$ cat src/rtl/mem_access_unit.sv
// +------------------------------------------------------------------------------+
// | mem_access_unit: load/store lane packing, load extension, bus handshake FSM. |
// | Optional bus timeout when MAU_TIMEOUT_EN is defined.  Rev 1.0                |
// +------------------------------------------------------------------------------+
`default_nettype none

module mem_access_unit #(
  parameter int TIMEOUT = 16
) (
  input  logic        clk,
  input  logic        reset,
  input  logic        req_valid,
  input  logic [2:0]  op,
  input  logic [31:0] addr,
  input  logic [31:0] wdata,
  output logic        stall,
  output logic        done,
  output logic [31:0] rdata,
  output logic        align_err,
  output logic        bus_err,
  output logic        bus_req,
  output logic        bus_we,
  output logic [31:0] bus_addr,
  output logic [3:0]  bus_be,
  output logic [31:0] bus_wdata,
  input  logic        bus_ack,
  input  logic [31:0] bus_rdata
);

  typedef enum logic [1:0] {
    IDLE = 2'd0,
    BUS  = 2'd1,
    RESP = 2'd2
  } state_t;

  localparam logic [2:0] OP_LW  = 3'd0;
  localparam logic [2:0] OP_LH  = 3'd1;
  localparam logic [2:0] OP_LHU = 3'd2;
  localparam logic [2:0] OP_LB  = 3'd3;
  localparam logic [2:0] OP_LBU = 3'd4;
  localparam logic [2:0] OP_SW  = 3'd5;
  localparam logic [2:0] OP_SH  = 3'd6;
  localparam logic [2:0] OP_SB  = 3'd7;

  state_t      state_q, state_d;
  logic [2:0]  op_q, op_d;
  logic [1:0]  lane_q, lane_d;
  logic        done_q, done_d;
  logic        align_err_q, align_err_d;
  logic        bus_err_q, bus_err_d;
  logic [31:0] rdata_q, rdata_d;
  logic        bus_req_q, bus_req_d;
  logic        bus_we_q, bus_we_d;
  logic [31:0] bus_addr_q, bus_addr_d;
  logic [3:0]  bus_be_q, bus_be_d;
  logic [31:0] bus_wdata_q, bus_wdata_d;

  logic        timeout_hit;
  logic        req_misaligned;
  logic        req_is_store;
  logic [3:0]  req_be;
  logic [31:0] req_wdata;
  logic [7:0]  ld_byte;
  logic [15:0] ld_half;
  logic [31:0] ld_value;

`ifdef MAU_TIMEOUT_EN
  logic [7:0] tmo_cnt_q, tmo_cnt_d;

  // Counter is zero whenever outside BUS, so it starts from zero on entry.
  always_comb begin
    tmo_cnt_d = 8'd0;
    if (state_q == BUS && !bus_ack) tmo_cnt_d = tmo_cnt_q + 8'd1;
  end

  always_ff @(posedge clk) begin
    if (reset) tmo_cnt_q <= 8'd0;
    else       tmo_cnt_q <= tmo_cnt_d;
  end

  assign timeout_hit = (tmo_cnt_q == 8'(TIMEOUT - 1));
`else
  logic [7:0] unused_timeout;
  assign unused_timeout = 8'(TIMEOUT);
  assign timeout_hit    = 1'b0;
`endif

  // Request decode from the live CPU inputs (valid only in IDLE).
  always_comb begin
    req_is_store = (op == OP_SW) || (op == OP_SH) || (op == OP_SB);
    case (op)
      OP_LW, OP_SW:         req_misaligned = (addr[1:0] != 2'b00);
      OP_LH, OP_LHU, OP_SH: req_misaligned = addr[0];
      default:              req_misaligned = 1'b0;
    endcase
    case (op)
      OP_SH:   req_be = addr[1] ? 4'b1100 : 4'b0011;
      OP_SB:   req_be = 4'b0001 << addr[1:0];
      default: req_be = 4'b1111;
    endcase
    case (op)
      OP_SH:   req_wdata = {2{wdata[15:0]}};
      OP_SB:   req_wdata = {4{wdata[7:0]}};
      default: req_wdata = wdata;
    endcase
  end

  // Load lane extraction and extension from the registered op/lane.
  always_comb begin
    ld_byte = 8'(bus_rdata >> {lane_q, 3'b000});
    ld_half = lane_q[1] ? bus_rdata[31:16] : bus_rdata[15:0];
    case (op_q)
      OP_LH:   ld_value = {{16{ld_half[15]}}, ld_half};
      OP_LHU:  ld_value = {16'h0000, ld_half};
      OP_LB:   ld_value = {{24{ld_byte[7]}}, ld_byte};
      OP_LBU:  ld_value = {24'h000000, ld_byte};
      default: ld_value = bus_rdata;
    endcase
  end

  always_comb begin
    state_d     = state_q;
    op_d        = op_q;
    lane_d      = lane_q;
    done_d      = 1'b0;
    align_err_d = 1'b0;
    bus_err_d   = 1'b0;
    rdata_d     = rdata_q;
    bus_req_d   = bus_req_q;
    bus_we_d    = bus_we_q;
    bus_addr_d  = bus_addr_q;
    bus_be_d    = bus_be_q;
    bus_wdata_d = bus_wdata_q;
    case (state_q)
      IDLE: begin
        if (req_valid) begin
          if (req_misaligned) begin
            state_d     = RESP;
            done_d      = 1'b1;
            align_err_d = 1'b1;
          end else begin
            state_d     = BUS;
            op_d        = op;
            lane_d      = addr[1:0];
            bus_req_d   = 1'b1;
            bus_we_d    = req_is_store;
            bus_addr_d  = {addr[31:2], 2'b00};
            bus_be_d    = req_be;
            bus_wdata_d = req_wdata;
          end
        end
      end
      BUS: begin
        // An ack in the limit cycle takes priority over the timeout.
        if (bus_ack) begin
          state_d   = RESP;
          done_d    = 1'b1;
          bus_req_d = 1'b0;
          if (!bus_we_q) rdata_d = ld_value;
        end else if (timeout_hit) begin
          state_d   = RESP;
          done_d    = 1'b1;
          bus_err_d = 1'b1;
          bus_req_d = 1'b0;
          rdata_d   = 32'h0000_0000;
        end
      end
      RESP:    state_d = IDLE;
      default: state_d = IDLE;
    endcase
  end

  always_ff @(posedge clk) begin
    if (reset) begin
      state_q     <= IDLE;
      op_q        <= 3'd0;
      lane_q      <= 2'd0;
      done_q      <= 1'b0;
      align_err_q <= 1'b0;
      bus_err_q   <= 1'b0;
      rdata_q     <= 32'h0000_0000;
      bus_req_q   <= 1'b0;
      bus_we_q    <= 1'b0;
      bus_addr_q  <= 32'h0000_0000;
      bus_be_q    <= 4'h0;
      bus_wdata_q <= 32'h0000_0000;
    end else begin
      state_q     <= state_d;
      op_q        <= op_d;
      lane_q      <= lane_d;
      done_q      <= done_d;
      align_err_q <= align_err_d;
      bus_err_q   <= bus_err_d;
      rdata_q     <= rdata_d;
      bus_req_q   <= bus_req_d;
      bus_we_q    <= bus_we_d;
      bus_addr_q  <= bus_addr_d;
      bus_be_q    <= bus_be_d;
      bus_wdata_q <= bus_wdata_d;
    end
  end

  assign stall     = (state_q == BUS) || ((state_q == IDLE) && req_valid);
  assign done      = done_q;
  assign align_err = align_err_q;
  assign bus_err   = bus_err_q;
  assign rdata     = rdata_q;
  assign bus_req   = bus_req_q;
  assign bus_we    = bus_we_q;
  assign bus_addr  = bus_addr_q;
  assign bus_be    = bus_be_q;
  assign bus_wdata = bus_wdata_q;

endmodule

`default_nettype wire

$ cat config.mk
export PLATFORM = sky130hd
export DESIGN_NAME = mem_access_unit
export DESIGN_NICKNAME = d
export VERILOG_FILES = /design/src/rtl/mem_access_unit.sv
export SDC_FILE = /design/constraint.sdc
export NUM_CORES = 1
export LEC_CHECK = 0
export ABC_AREA = 1
export ABC_CLOCK_PERIOD_IN_PS = 1300
export BUFFER_PORTS_ARGS = -buffer_cell sky130_fd_sc_hd__buf_2
export CORE_ASPECT_RATIO = 1.4
export CORE_UTILIZATION = 35
export DETAILED_ROUTE_END_ITERATION = 6
export SLEW_MARGIN = 20
export SYNTH_ARGS = -nofsm -noshare
export SYNTH_HDL_FRONTEND = slang
export SYNTH_SLANG_ARGS = --single-unit
$ cat constraint.sdc
create_clock -name clk -period 1.3 [get_ports clk]
set_input_delay 0.13 -clock clk [delete_from_list [all_inputs] [get_ports clk]]
set_output_delay 0.13 -clock clk [all_outputs]
set_load 0.02 [all_outputs]
==> results.toml <==
[status]
status = "finished with violations"
violations = "setup timing"

[clock_tree]
cts-buffers-inserted = 9
clkTransAtPathRegs_ns = 0.09
root_buffer = "clkbuf_16"
clk_path_buf_depth = 2
clock_latency_ns = 0.35
cts_tree = "done"
htreeDepth = 3
cts_sinks = 109

[placed_design]
gp_congestion = 0.8497
place_ws_ns = -0.1548
place_area_um2 = 6419
dp_hpwl_um = 11050
port_buffers = 205

[setup_path]
crit_fanout = 9
cp.arrival_ns = 1.63
crit_path_cell_trace = "nor2_4, nand2_2, inv_2, nand3_4, buf_12, buf_12, clkbuf_16, nand2_2, a21oi_2"
slowest_stage = "dfxtp_2"
worst_setup_path_end_kind = "flop"
required_ns = 1.54
path_class = "reg -> reg"
startpoint_type = "flop"
crit_start = "state_q[0]$_SDFFE_PP0P_"
worstRegToRegCells = 9
critPathMaxStageDelay_ns = 0.34
r2r_start = "state_q[0]$_SDFFE_PP0P_"

[worst_hold_path]
hold_start = "addr[19]"
worstHoldPathType = "in -> reg"
whs_path_depth = 3

[yosys]
synth.top_cells.by_count = "195 x nand2_1, 109 x dfxtp_1, 103 x nor2_1, 90 x o21ai_0, 67 x a21oi_1"
yosys.cell_types.count = 26
yosysWarnings = 0
yosysTopAreaCellShare = 0.4466
yosysSeqAreaShare = 0.4466
synth_area_um2 = 4886
ys.flop_type = "dfxtp_1"
synth_async_sr_flop_share = 0
synth_most_common_cell = "nand2_1"
netlist_top_cells_area = "dfxtp_1 45%, nand2_1 15%, o21ai_0 9.2%, nor2_1 7.9%, a21oi_1 6.9%"
syn_inst = 721
synth_top_cell_by_area = "dfxtp_1"
avgSynthCellArea_um2 = 6.777
synth_seq_cells = 109
synth_edf_count = 0

[cells_and_area]
diodes = 0
area.growth.synth_to_final_pct = 59.46
layout-drive-gt1-share = 0.4484
final_area_um2 = 7791
final_nets = 1086

[floorplan]
die_x_um = 101.9
rows = 50
core_um2 = 13510
top_level_ports = 209
fp.dieH_um = 141.8
dieArea_um2 = 14440
initial_core_util = 0.3616

[detailed_routing]
ant_nets = 0
drt-initial-drc-count = 152
dr_wl_met2_um = 8495
routedLengthMet1_um = 6557
vias = 5528
first_pass_iters = 4
avgViaCountPerCell = 4.725
drc = 0
avgRoutedWirePerCell_um = 14.02
wl_met3_um = 1114
top_layer = "met4"
routed_wl_um = 16400

[grt]
grt_max_degree = 49
track_usage = 0.2101
gr-total-overflow = 0
grt_pass1_wl_um = 23880
grt_pass1_vias = 5063
antenna_found_initial = 1

[sta]
worst_clock_skew_ns = 0.009495
rsz0062_at_grt = "yes"
slew_violations = 0
fmax_mhz = 718.5
fin_crit_ns = 1.392
fin_crit_sh = 1.071
hold_viol = 0
setup_slack_ns = -0.09188
finalSetupViolCount = 66

[power]
powerDensity_nw_per_um2 = 1164
ir_drop_mv = 0.7885
p_leak_uw = 0.003734
p_total_uw = 9073

[run]
maxCapViolCount = 0
-- where the power goes --
group	internal, µW	switching (µW)
clock network	1360	1400
logic	1150	1460
registers	3570	135
-- critical path, delay by kind of cell (launching register included) --
kind / cells / cell delay [ns]
buffers and inverters: 4 / 0.55
flip-flops: 1 / 0.34
AND/OR/NAND/NOR: 4 / 0.34
AO/OA/AOI/OAI: 1 / 0.06
-- kinds of logic after synthesis --
logic type             share of synthesized area
XOR/XNOR                                0.001793
other                                  0.0007675
flip-flops                                0.4466
AO/OA/AOI/OAI                             0.1803
buffers and inverters                    0.09398
AND/OR/NAND/NOR                           0.2766
-- cell usage in the layout, fill, tap and decap left out, types with 6 or more instances in the layout --
| cell | synthesis | layout |
|---|---|---|
| buf_2 | 12 | 204 |
| nand2_1 | 195 | 146 |
| dfxtp_1 | 109 | 103 |
| nor2_1 | 103 | 87 |
| o21ai_0 | 90 | 68 |
| buf_4 | 13 | 53 |
| a21oi_1 | 67 | 51 |
| inv_1 | 48 | 45 |
| nand2_2 | 1 | 41 |
| a21oi_2 | 4 | 20 |
| clkbuf_16 | 0 | 17 |
| nand3_1 | 25 | 15 |
| buf_12 | 0 | 13 |
| nor2_2 | 0 | 12 |
| o21ai_2 | 0 | 11 |
| o21ai_1 | 0 | 11 |
| nand2_4 | 1 | 10 |
| buf_6 | 2 | 10 |
| inv_2 | 6 | 7 |
| nand3_2 | 2 | 7 |
| o22ai_1 | 6 | 6 |
-- flip-flops by register name, summed over array words and instances (netlist names) --
signal     count
state_q        2
bus_req        1
bus_addr      30
bus_be         4
rdata         32
done           1
lane_q         2
op_q           3
align_err      1
bus_wdata     32
bus_we         1
-- routing by layer --
metal	GRT usage	vias up
li1	-	2827
met1	0.2428	2501
met2	0.3759	185
met3	0.05567	15
met4	0.05789	0
met5	0	-
-- layout make-up --
cell class / count / area [µm²]
multi-input combinational: 513 / 2694
tap: 182 / 227.7
clock buffer: 9 / 225.2
timing repair inverter: 1 / 16.27
fill: 1371 / 5722
clock inverter: 7 / 81.33
sequential: 109 / 2195
timing repair buffer: 295 / 2130
inverter: 54 / 222.7
-- stage by stage --
stage	utilization	setup TNS (ns)	cells	hold slack [ns]
global placement	0.4750	-7.357	1124	0.3779
global route	0.5766	-9.861	1170	0.004707
floorplan	-	0	723	0.2727
detailed placement	0.4750	-9.549	1124	0.3827
CTS	0.5274	-0.9801	1158	0.001122
finish	0.5766	-2.840	1170	0.01562
-- path summary, 6_finish.rpt --
kind / end / slack, ns
max: bus_addr[7]$_SDFFE_PP0P_ / -0.09
min: bus_addr[19]$_SDFFE_PP0P_ / 0.02
max reg2reg: bus_addr[7]$_SDFFE_PP0P_ / -0.09
min reg2reg: bus_req$_SDFFE_PP0P_ / 0.46
-- what timing repair did --
action                                 CTS  global route
gates cloned                             3            10
hold buffers                             0             1
pin swaps                               10            21
setup endpoints to repair              103           106
endpoints found under the hold margin    0             1
buffers inserted                        16             3
gates resized for setup                 63           135
(Power assumes the default switching activity.)
